$ cat src/rtl/yscaler_linewriter.sv
// Vertical scaler line writer: takes an AXI4-Stream video input, writes each
// line into a ring of line buffers, and counts how many completed lines are
// waiting for the vertical filter.
module yscaler_linewriter #(
  parameter int C_DATA_WIDTH    = 8,
  parameter int C_ADDRESS_WIDTH = 8,
  parameter int C_LINE_NUM      = 4
) (
  input  logic                          clk,
  input  logic                          resetn,
  input  logic                          s_axis_tvalid,
  input  logic [C_DATA_WIDTH-1:0]       s_axis_tdata,
  input  logic                          s_axis_tuser,
  input  logic                          s_axis_tlast,
  output logic                          s_axis_tready,
  output logic                          wr_en,
  output logic [$clog2(C_LINE_NUM)-1:0] wr_sel,
  output logic [C_ADDRESS_WIDTH-1:0]    wr_addr,
  output logic [C_DATA_WIDTH-1:0]       wr_data,
  input  logic                          line_release,
  output logic [$clog2(C_LINE_NUM):0]   line_count,
  output logic [$clog2(C_LINE_NUM)-1:0] rd_sel,
  output logic [C_ADDRESS_WIDTH:0]      line_width,
  output logic                          frame_start
);

  localparam int LW = $clog2(C_LINE_NUM);
  localparam int AW = C_ADDRESS_WIDTH;
  // Column value once a line has reached the buffer length; it sticks there.
  localparam logic [AW:0] COL_MAX  = {1'b1, {AW{1'b0}}};
  localparam logic [LW:0] FULL_CNT = (LW+1)'(C_LINE_NUM);

  typedef enum logic [1:0] {IDLE, WRITE, FULL} state_t;

  state_t        state, state_nxt;
  logic [AW:0]   col, col_inc;
  logic [LW-1:0] wr_ptr;
  logic [LW:0]   cnt_nxt;
  logic          acc, sof, beat, rel, done_beat;

  // Handshake decode and next line count / state.
  always_comb begin
    acc       = s_axis_tvalid & s_axis_tready;
    sof       = acc & s_axis_tuser;
    beat      = acc & ~s_axis_tuser & (state == WRITE);
    done_beat = beat & s_axis_tlast;
    rel       = line_release & (line_count != '0);
    col_inc   = (col == COL_MAX) ? COL_MAX : col + 1'b1;
    cnt_nxt   = line_count;
    state_nxt = state;
    if (sof) begin
      // A new frame flushes everything, including a coincident release.
      cnt_nxt   = s_axis_tlast ? (LW+1)'(1) : '0;
      state_nxt = WRITE;
    end else begin
      if (done_beat) cnt_nxt = cnt_nxt + 1'b1;
      if (rel)       cnt_nxt = cnt_nxt - 1'b1;
      case (state)
        WRITE:   if (cnt_nxt == FULL_CNT) state_nxt = FULL;
        FULL:    if (cnt_nxt != FULL_CNT) state_nxt = WRITE;
        default: state_nxt = state;
      endcase
    end
  end

  // Ring pointers, column tracking, registered write port and FSM.
  always_ff @(posedge clk or negedge resetn) begin
    if (!resetn) begin
      state         <= IDLE;
      s_axis_tready <= 1'b0;
      col           <= '0;
      wr_ptr        <= '0;
      rd_sel        <= '0;
      line_count    <= '0;
      line_width    <= '0;
      wr_en         <= 1'b0;
      wr_sel        <= '0;
      wr_addr       <= '0;
      wr_data       <= '0;
      frame_start   <= 1'b0;
    end else begin
      wr_en         <= 1'b0;
      frame_start   <= 1'b0;
      state         <= state_nxt;
      line_count    <= cnt_nxt;
      s_axis_tready <= (state_nxt != FULL);
      if (sof) begin
        wr_en       <= 1'b1;
        wr_sel      <= '0;
        wr_addr     <= '0;
        wr_data     <= s_axis_tdata;
        frame_start <= 1'b1;
        rd_sel      <= '0;
        if (s_axis_tlast) begin
          wr_ptr     <= LW'(1);
          col        <= '0;
          line_width <= (AW+1)'(1);
        end else begin
          wr_ptr     <= '0;
          col        <= (AW+1)'(1);
        end
      end else begin
        if (beat) begin
          // Pixels past the buffer length are swallowed without a write.
          if (col != COL_MAX) begin
            wr_en   <= 1'b1;
            wr_sel  <= wr_ptr;
            wr_addr <= col[AW-1:0];
            wr_data <= s_axis_tdata;
          end
          if (s_axis_tlast) begin
            line_width <= col_inc;
            wr_ptr     <= wr_ptr + 1'b1;
            col        <= '0;
          end else begin
            col <= col_inc;
          end
        end
        if (rel) rd_sel <= rd_sel + 1'b1;
      end
    end
  end

endmodule
$ cat config.mk
export PLATFORM = sky130hd
export DESIGN_NAME = yscaler_linewriter
export DESIGN_NICKNAME = d
export VERILOG_FILES = /design/src/rtl/yscaler_linewriter.sv
export SDC_FILE = /design/constraint.sdc
export NUM_CORES = 1
export LEC_CHECK = 0
export CORE_ASPECT_RATIO = 0.75
export CORE_MARGIN = 1
export CORE_UTILIZATION = 46
export DETAILED_ROUTE_END_ITERATION = 10
export PLACE_DENSITY = 0.87
export SLEW_MARGIN = 20
export SYNTH_ARGS = -nofsm -noshare
export SYNTH_HDL_FRONTEND = slang
export SYNTH_SLANG_ARGS = --single-unit
$ cat constraint.sdc
create_clock -name clk -period 2.68 [get_ports clk]
set_input_delay 0.402 -clock clk [delete_from_list [all_inputs] [get_ports clk]]
set_output_delay 0.402 -clock clk [all_outputs]
set_load 0.02 [all_outputs]
==> impl_metrics.csv, run 1 <==
group,metric,value,unit
final_layout,fillers,374,
routing,via_count,1901,
yosys,yosysWarnings,0,
timing,timing.setup.tns,-0.0200,ns
grt,grt_pass1_vias,1841,
routing,wl,5140,um
grt,track_usage,20.9,%
placement,io_buffers,48,
worst_setup_path,end_kind,"flop",
die,rows,21,
yosys,yosys-top-cells-area,"dfrtp_1, nand2_1, xnor2_1, mux2_1, ha_1",
grt,grt_pass1_wl,8670,um
routing,wl_per_cell,14.4,um
yosys,ys_seq_area_share,51.8,%
yosys,synth_edf_count,0,
cts,clkTransAtPathRegs,0.09,ns
yosys,synthCells,235,
worst_setup_path,critPathLaunchType,"flop",
final_layout,insertedDiodeCount,0,
timing,worst_pin_slew,0.701,ns
die,ios,49,
die,die_area,5330,um^2
routing,drt-pass1-iter-count,7,
power_and_ir_drop,vdd_ir_drop_max,0.520,mV
final_layout,drive_gt1_share,15.4,%
cts,clk_latency,0.31,ns
die,core,4650,um^2
job,maxCapViolCount,0,
final_layout,fin_cells,356,
grt,antenna_found_initial,0,
cts,cts.sinks,48,
routing,post-route-drc-count,4,
yosys,ys.flop_type,"dfrtp_1",
timing,setup_viol,1,
yosys,synth.ff_latch_count,48,
routing,drt_iter0_drc,214,
worst_setup_path,crit_type,"reg -> reg",
final_layout,nets,319,
worst_setup_path,arrival,2.89,ns
placement,dp_hpwl,3650,um
final_layout,synthToLayoutAreaGrowth,34.1,%
timing,slew_violations,0,
timing,grt_setup_unrepaired,"yes",
die,fp.dieW,84,um
routing,avgViaCountPerCell,5.34,
die,start_util,49.9,%
timing,timing.max_slew.rel_slack,53.2,%
yosys,synth_area,2320,um^2
run_status,violations,"DRC, setup timing",
yosys,avgSynthCellArea,9.87,um^2
yosys,yosys.area.top_type,"dfrtp_1",
worst_setup_path,worstPathRequired,2.87,ns
cts,cts_htree_levels,2,
timing,clock_skew,0.0124,ns
timing,finalHoldViolations,0,
cts,cts_root_buf,"clkbuf_8",
die,die_height,63.5,um
timing,fin_crit,2.70,ns
cts,clk_path_buf_depth,2,
power_and_ir_drop,p_leak,1.38,nW
final_layout,multi_input_area,1080,um^2
routing,drtAntennaViolNets,0,
grt,grt_max_degree,49,
final_layout,seq_area,1200,um^2
yosys,syn_nets,256,
cts,numCtsBuffers,5,
timing,worst_slack,-0.0200,ns
yosys,async_flop_share,100,%
yosys,synth_top_area_share,51.8,%
cts,ctsHoldBuffers,0,
hold_path,hold_class,"in -> async",
placement,place_inst,346,
timing,min_period_over_period,101,%
grt,gr-total-overflow,0,
placement,gp_congestion,0.864,
yosys,synth.distinct_cells,36,
power_and_ir_drop,power_density,885,nW/um^2
worst_setup_path,crit_fanout,4,
timing,fmax,370,MHz
cts,cts_tree,"yes",
run_status,run_status,"finished with violations",
## cell type report
type                            instances  area share, %
Timing Repair Buffer                   65           19.5
Clock inverter                          2           1.13
Tap cell                               57           2.29
Multi-Input combinational cell        166           34.7
Sequential cell                        48           38.6
Clock buffer                            6           2.33
Inverter                               12           1.45
## worst max-delay path, stage by stage (launching register included)
cell and delay [ns]:
dfrtp_1 0.39, inv_1 0.06, ha_2 0.17, and4b_4 0.29, and3_4 0.20, nor2_2 0.04, ha_2 0.19, or4_4 0.48
a21boi_2 0.15, o311ai_2 0.14, maj3_2 0.34, nand2_2 0.07, nand3_2 0.07
## sequential cells by signal, summed over array words and instances (netlist names), 2 cells and up
name,flops
wr_data,8
wr_ptr,2
wr_sel,2
rd_sel,2
col,9
line_width,9
line_count,3
wr_addr,8
state,2
## power breakdown
part	total (mW)	internal, mW	switching [mW]
sequential	0.989	0.876	0.113
combinational	1.25	0.597	0.655
clock	0.512	0.277	0.235
## cells in the mapped netlist, types with 3 or more instances
library cell / count
a21oi_1: 5
and3_1: 6
buf_2: 4
clkbuf_1: 4
dfrtp_1: 48
ha_1: 7
inv_1: 9
inv_2: 3
mux2_1: 8
nand2_1: 39
nand3_1: 7
nor2_1: 22
o21ai_0: 10
o21ai_1: 14
o31ai_1: 9
xnor2_1: 12
xor2_1: 5
## cell families (layout without fill, tap and decap cells)
kind of cell             Yosys count  count (layout)  share of synthesized area (%)
multiplexers                      10              10                           4.75
AND/OR/NAND/NOR                   86              86                           17.3
AO/OA/AOI/OAI                     45              45                           11.9
flip-flops                        48              48                           51.8
buffers and inverters             21              85                           3.61
adder cells (fa/ha/maj)            8               8                           4.26
XOR/XNOR                          17              17                           6.42
## through the flow
| stage | total power, mW | setup slack [ns] | hold WS [ns] | instance area [um^2] | util, % |
|---|---|---|---|---|---|
| final | 2.75 | -0.0200 | 0.0996 | 3110 | 66.9 |
| after global routing | 2.93 | -0.137 | 0.140 | 3110 | 66.9 |
| after CTS | 2.73 | -0.0107 | 0.315 | 3080 | 66.1 |
| after detailed placement | 2.18 | -0.340 | 0.468 | 2940 | 63.2 |
| after global placement | 2.14 | -0.276 | 0.463 | 2940 | 63.2 |
| after floorplan | 1.68 | 0.0120 | 0.106 | 2320 | - |
## worst paths after layout
check	cells after the start	slack [ns]	start	endpoint
max	12	-0.02	state[1]$_DFF_PN0_	s_axis_tready$_DFF_PN0_
min	1	0.1	resetn	wr_ptr[0]$_DFFE_PN0P_
max reg2reg	12	-0.02	state[1]$_DFF_PN0_	s_axis_tready$_DFF_PN0_
min reg2reg	2	0.48	line_width[4]$_DFFE_PN0P_	line_width[4]$_DFFE_PN0P_
max in group asynchronous	1	2.18	resetn	wr_addr[4]$_DFFE_PN0P_
min in group clk	2	0.48	line_width[4]$_DFFE_PN0P_	line_width[4]$_DFFE_PN0P_
## routing by layer
layer | part of all wire (%) | track usage [%] | vias to the layer above
met5 | 0 | 0 | -
met4 | 1.2 | 6.25 | 0
met3 | 8.5 | 8.52 | 8
met2 | 42 | 30.1 | 73
met1 | 48 | 28.6 | 899
li1 | - | - | 921
## cells in the final DEF, fill, tap and decap left out, types with 2 or more instances in the layout
| cell type | synthesis | final |
|---|---|---|
| ha_2 | 0 | 2 |
| clkdlybuf4s50_1 | 0 | 47 |
| nand2_1 | 39 | 38 |
| o21ai_1 | 14 | 13 |
| xor2_1 | 5 | 5 |
| and3_1 | 6 | 5 |
| xnor2_1 | 12 | 11 |
| o41ai_1 | 2 | 2 |
| inv_1 | 9 | 9 |
| o31ai_1 | 9 | 9 |
| clkbuf_8 | 0 | 5 |
| o311ai_2 | 0 | 2 |
| o21ai_0 | 10 | 10 |
| nor2_1 | 22 | 21 |
| nand3_1 | 7 | 7 |
| a21oi_1 | 5 | 5 |
| buf_4 | 0 | 18 |
| mux2i_1 | 2 | 2 |
| dfrtp_1 | 48 | 48 |
| inv_2 | 3 | 3 |
| nor2_2 | 1 | 2 |
| mux2_1 | 8 | 8 |
| nor4_1 | 2 | 2 |
| ha_1 | 7 | 5 |
## what timing repair did
action                     CTS  global route
gates resized for setup      6             3
cloned                       0             0
buffers inserted             0             2
pin swaps                    2             6
setup endpoints to repair    2             3
Note: power is estimated with default switching activity, not from simulation.
==> run 2: changes to the inputs <==
- ABC_AREA: default -> 1
- CORE_MARGIN: 1 -> default
==> impl_metrics.csv, run 2 <==
group,metric,value,unit
run_status,run_status,"finished, final reports clean",
grt,grt_pass1_vias,1873,
worst_setup_path,end_kind,"flop",
worst_setup_path,crit_fanout,5,
placement,gp_congestion,0.906,
cts,ctsHoldBuffers,0,
routing,post-route-drc-count,0,
worst_setup_path,slowest_stage,"dfrtp_1",
yosys,synth.top_cells.by_count,"nand2_1, dfrtp_1, inv_1, o21ai_0, nand3_1",
worst_setup_path,worstRegToRegCells,18,
grt,gr-total-overflow,0,
timing,fmax,424,MHz
timing,clock_skew,0.00660,ns
die,die_area,5300,um^2
final_layout,final_common_cell,"nand2_1",
final_layout,top_regs,"col (9), line_width (9)",
yosys,synth.most_common_cell,"nand2_1",
worst_setup_path,r2r-end,"s_axis_tready$_DFF_PN0_",
yosys,synth.ff_latch_count,48,
worst_setup_path,crit_path_start,"state[1]$_DFF_PN0_",
routing,drt_iter0_drc,146,
yosys,syn_nets,280,
power_and_ir_drop,vdd_ir_drop_max,0.677,mV
yosys,synthSimpleGateAreaFrac,26.1,%
grt,grt_max_degree,33,
grt,track_usage,20.6,%
routing,drt-pass1-iter-count,4,
die,ios,49,
cts,cts.sinks,48,
final_layout,fin_area,2960,um^2
worst_setup_path,path_buf_inv,2,
cts,cts_root_buf,"clkbuf_8",
worst_setup_path,r2r_start,"state[1]$_DFF_PN0_",
worst_setup_path,crit_type,"reg -> reg",
cts,numCtsBuffers,5,
yosys,ys.flop_type,"dfrtp_1",
die,core,4620,um^2
yosys,synthAdderAreaFrac,3.80,%
yosys,synth.distinct_cells,30,
yosys,yosys.area.top_type,"dfrtp_1",
yosys,yosys-top-cells-area,"dfrtp_1, nand2_1, o21ai_0, inv_1, ha_1",
cts,clk_latency,0.30,ns
final_layout,nets,335,
final_layout,drive_gt1_share,13.3,%
worst_setup_path,arrival,2.56,ns
routing,wl_per_cell,13.6,um
final_layout,final_cell_mix,"nand2_1, dfrtp_1, clkdlybuf4s50_1",
placement,place_inst,364,
placement,detailed_place.area,2850,um^2
timing,worst_pin_slew,0.717,ns
cts,cts_tree,"yes",
routing,avgViaCountPerCell,5.10,
placement,io_buffers,48,
job,maxCapViolCount,0,
cts,clkTransAtPathRegs,0.09,ns
timing,timing.max_slew.rel_slack,52.2,%
routing,via_count,1899,
yosys,synth_edf_count,0,
worst_setup_path,worstPathRequired,2.88,ns
routing,wl,5040,um
power_and_ir_drop,totalPowerFinal,2.97,mW
final_layout,synthToLayoutAreaGrowth,28.6,%
timing,timing.setup.tns,0,ns
yosys,ys_seq_area_share,52.1,%
yosys,synthMuxAreaShare,0,%
yosys,avgSynthCellArea,8.90,um^2
worst_setup_path,r2r_slack,0.32,ns
worst_setup_path,cpMostUsedCell,"nand2_1",
timing,setup_viol,0,
placement,dp_hpwl,3750,um
final_layout,insertedDiodeCount,0,
cts,post-cts-setup-buffers,0,
yosys,synth_xor_area_share,1.14,%
timing,slew_violations,0,
power_and_ir_drop,power_density,1000,nW/um^2
routing,drtAntennaViolNets,0,
power_and_ir_drop,p_leak,1.39,nW
hold_path,hold_class,"in -> async",
final_layout,fin_cells,372,
final_layout,final_core_util,64.1,%
die,start_util,49.8,%
yosys,synth-compound-area-share,10.1,%
yosys,async_flop_share,100,%
grt,grt_pass1_wl,8680,um
yosys,synthCells,259,
yosys,synth_area,2300,um^2
worst_setup_path,cpLargestDelayFamily,"simple AND/OR/NAND/NOR gates",
timing,fin_crit,2.36,ns
worst_setup_path,critPathMaxStageDelay,0.43,ns
die,die_height,63.3,um
yosys,synth_top_area_share,52.1,%
timing,grt_setup_unrepaired,"no",
worst_setup_path,cp_cell_sequence,"inv_1 -> ha_1 -> nand2_2 -> nor2_4 -> nand3_1 -> nand2_1 -> inv_1 -> ha_1 -> nand4_1 -> nand2_1 -> nand2_2 -> nand2_4 -> nor2_4 -> nand3_1 -> nand2_1 -> nand2_1 -> nand2_2 -> nand3_2",
die,fp.dieW,83.7,um
cts,cts_resized,0,
timing,finalHoldViolations,0,
yosys,synth_top_family_by_area,"simple AND/OR/NAND/NOR gates",
yosys,yosysWarnings,0,
die,rows,21,
cts,cts_htree_levels,2,
cts,clk_path_buf_depth,2,
worst_setup_path,critPathLaunchType,"flop",
grt,antenna_found_initial,0,
timing,min_period_over_period,88.0,%
-- run 2: changes by cell type after synthesis, sizes merged, moves of 3 or more --
| cell | change |
|---|---|
| nand2 | +37 |
| inv | +22 |
| xnor2 | -11 |
| nand3 | +10 |
| nor2 | -9 |
| o22ai | +9 |
| o31ai | -9 |
| mux2 | -8 |
| and3 | -6 |
| clkbuf | -4 |
| nand4 | +4 |
| nor3 | +3 |
| or2 | +3 |
| xor2 | -3 |
-- run 2: how the worst max path moves through the flow --
stage,end,cells after the start,slack (ns)
2_1_floorplan,s_axis_tready$_DFF_PN0_,16,0.59
3_3_place_gp,s_axis_tready$_DFF_PN0_,17,0.22
3_5_place_dp,s_axis_tready$_DFF_PN0_,15,0.1
4_1_cts,s_axis_tready$_DFF_PN0_,18,0.33
5_1_grt,s_axis_tready$_DFF_PN0_,20,0.12
6_report,s_axis_tready$_DFF_PN0_,18,0.32
-- run 2: logic make-up after synthesis --
family,Yosys count
and+or+nand+nor,122
DFF,48
AOI/OAI and AO/OA,41
buffers and inverters,38
adders and majority gates,7
xor gates and xnor gates,3
-- run 2: metrics by stage --
step                worst slack, ns  hold slack [ns]
finish                        0.322            0.146
detailed placement           0.0984            0.471
floorplan                     0.588            0.106
global route                  0.117            0.188
CTS                           0.326            0.164
global placement              0.218            0.465
-- run 2: area by class of cell --
type                       count  area (um^2)
fill                         373         1660
sequential                    48         1200
timing repair buffer          52          505
clock inverter                 3         42.5
tap                           57         71.3
inverter                      34          128
clock buffer                   5         68.8
multi-input combinational    173          947
-- run 2: where the power goes --
group	total, mW	internal, mW	leakage (nW)	switching [mW]
Sequential	1.05	0.926	0.627	0.129
Clock	0.524	0.276	0.0541	0.248
Combinational	1.39	0.570	0.704	0.817
Total	2.97	1.77	1.39	1.19
-- run 2: layer usage --
metal,global-route usage (%),wire length [um],vias up
met4,7.20,48,0
met2,32.6,2320,62
met5,0,0,-
met3,4.59,284,5
li1,-,-,941
met1,28.0,2390,891
-- run 2: worst reg2reg max path, cell delays in order (launching register included) --
cell and delay [ns]:
dfrtp_1 0.43, inv_1 0.07, ha_1 0.21, nand2_2 0.09, nor2_4 0.16, nand3_1 0.12
nand2_1 0.12, inv_1 0.05, ha_1 0.20, nand4_1 0.13, nand2_1 0.08, nand2_2 0.08
nand2_4 0.07, nor2_4 0.12, nand3_1 0.07, nand2_1 0.06, nand2_1 0.06, nand2_2 0.07
nand3_2 0.05
==> run 3: changes to the inputs <==
- PLACE_DENSITY: 0.87 -> 0.76
==> impl_metrics.csv, run 3 (same netlist as run 2, synthesis figures left out) <==
group,metric,value,unit
run_status,run_status,"finished, final reports clean",
routing,post-route-drc-count,0,
worst_setup_path,critPathMaxStageDelay,0.43,ns
timing,min_period_over_period,87.2,%
cts,clkTransAtPathRegs,0.09,ns
timing,clock_skew,0.00598,ns
placement,io_buffers,48,
cts,cts.sinks,48,
final_layout,top_regs,"col (9), line_width (9)",
timing,setup_viol,0,
worst_setup_path,slowest_stage,"dfrtp_1",
die,die_area,5300,um^2
job,maxCapViolCount,0,
timing,slew_violations,0,
worst_setup_path,critPathLaunchType,"flop",
cts,numCtsBuffers,5,
worst_setup_path,worstRegToRegCells,20,
routing,wl_per_cell,13.0,um
placement,dp_hpwl,3540,um
worst_setup_path,arrival,2.53,ns
grt,grt_pass1_vias,1792,
routing,drt_iter0_drc,131,
die,core,4620,um^2
final_layout,final_common_cell,"nand2_1",
routing,drt-pass1-iter-count,4,
final_layout,fillers,403,
worst_setup_path,path_buf_inv,3,
worst_setup_path,cp_cell_sequence,"inv_1 -> ha_1 -> inv_1 -> nor2_2 -> nand3_2 -> nand2_2 -> nand2_1 -> inv_1 -> ha_1 -> nand3_1 -> nand2_1 -> nand2_1 -> nand2_2 -> nand2_4 -> nor2_4 -> nand3_1 -> nand2_1 -> nand2_1 -> nand2_2 -> nand3_2",
final_layout,synthToLayoutAreaGrowth,27.5,%
timing,worst_pin_slew,0.594,ns
power_and_ir_drop,totalPowerFinal,2.86,mW
worst_setup_path,worstPathRequired,2.88,ns
die,rows,21,
grt,antenna_found_initial,0,
routing,wl,4840,um
cts,cts_resized,0,
timing,timing.setup.tns,0,ns
die,start_util,49.8,%
timing,finalHoldViolations,0,
cts,cts_root_buf,"clkbuf_8",
power_and_ir_drop,vdd_ir_drop_max,0.586,mV
routing,via_count,1866,
final_layout,insertedDiodeCount,0,
cts,cts_tree,"yes",
cts,cts_htree_levels,2,
worst_setup_path,worst-path-stages,20,
grt,gr-total-overflow,0,
worst_setup_path,cpMostUsedCell,"nand2_1",
power_and_ir_drop,power_density,972,nW/um^2
hold_path,hold_class,"in -> async",
die,die_height,63.3,um
timing,grt_setup_unrepaired,"no",
final_layout,drive_gt1_share,13.1,%
final_layout,final_cell_mix,"nand2_1, dfrtp_1, clkdlybuf4s50_1",
cts,clk_latency,0.30,ns
timing,fin_crit,2.34,ns
worst_setup_path,crit_fanout,5,
worst_setup_path,r2r_start,"state[1]$_DFF_PN0_",
grt,grt_pass1_wl,8340,um
die,fp.dieW,83.7,um
worst_setup_path,r2r-end,"s_axis_tready$_DFF_PN0_",
worst_setup_path,crit_type,"reg -> reg",
routing,drtAntennaViolNets,0,
power_and_ir_drop,p_leak,1.37,nW
die,ios,49,
final_layout,nets,334,
worst_setup_path,end_kind,"flop",
placement,gp_congestion,0.852,
cts,post-cts-setup-buffers,0,
worst_setup_path,r2r_slack,0.34,ns
cts,clk_path_buf_depth,2,
grt,grt_max_degree,49,
timing,fmax,428,MHz
routing,avgViaCountPerCell,5.03,
timing,holdWs,0.184,ns
grt,track_usage,20.0,%
cts,ctsHoldBuffers,0,
timing,timing.max_slew.rel_slack,60.4,%
worst_setup_path,cpLargestDelayFamily,"simple AND/OR/NAND/NOR gates",
## run 3: cell types whose count changed in the layout (fill, tap and decap cells not counted)
| cell | change |
|---|---|
| clkinv_4 | +1 |
| clkinvlp_4 | +1 |
| bufinv_16 | -1 |
| clkinv_2 | -1 |
| buf_4 | -1 |
## run 3: how the worst max path moves through the flow
| stage | startpoint | end | slack [ns] |
|---|---|---|---|
| 3_3_place_gp | s_axis_tvalid | s_axis_tready$_DFF_PN0_ | 0.22 |
| 3_5_place_dp | s_axis_tvalid | s_axis_tready$_DFF_PN0_ | 0.16 |
| 2_1_floorplan | state[1]$_DFF_PN0_ | s_axis_tready$_DFF_PN0_ | 0.59 |
| 4_1_cts | state[1]$_DFF_PN0_ | s_axis_tready$_DFF_PN0_ | 0.32 |
| 6_report | state[1]$_DFF_PN0_ | s_axis_tready$_DFF_PN0_ | 0.34 |
| 5_1_grt | state[1]$_DFF_PN0_ | s_axis_tready$_DFF_PN0_ | 0.07 |
## run 3: metrics by stage
stage / std cells / util [%] / worst slack [ns] / area [um^2]
detailed placement: 363 / 61.5 / 0.157 / 2850
global placement: 363 / 61.5 / 0.219 / 2850
CTS: 371 / 63.5 / 0.318 / 2940
floorplan: 259 / - / 0.588 / 2300
global route: 371 / 63.5 / 0.0672 / 2940
finish: 371 / 63.5 / 0.342 / 2940
## run 3: final cells by class
type | instances | area [um^2] | area share (%)
Clock inverter | 3 | 23.8 | 0.809
Multi-Input combinational cell | 173 | 947 | 32.2
Clock buffer | 5 | 68.8 | 2.34
Tap cell | 57 | 71.3 | 2.43
Inverter | 34 | 128 | 4.34
Sequential cell | 48 | 1200 | 40.9
Timing Repair Buffer | 51 | 498 | 17.0
## run 3: worst reg2reg max path, stage by stage (launching register included)
cell     delay, ns
dfrtp_1       0.43
inv_1         0.07
ha_1          0.21
inv_1         0.10
nor2_2        0.10
nand3_2       0.13
nand2_2       0.10
nand2_1       0.07
inv_1         0.06
ha_1          0.16
nand3_1       0.08
nand2_1       0.10
nand2_1       0.07
nand2_2       0.07
nand2_4       0.06
nor2_4        0.11
nand3_1       0.07
nand2_1       0.06
nand2_1       0.06
nand2_2       0.07
nand3_2       0.05
## run 3: power by group
group	switching [mW]	internal (mW)	leakage (nW)	total, mW
registers	0.130	0.926	0.627	1.06
clock network	0.253	0.185	0.0404	0.438
logic	0.798	0.565	0.700	1.36
## run 3: per-layer routing
layer	vias up	routed length, um	GRT usage [%]
li1	949	-	-
met1	840	2500	30.6
met2	66	1880	27.5
met3	11	370	4.33
met4	0	89	7.20
met5	-	0	0
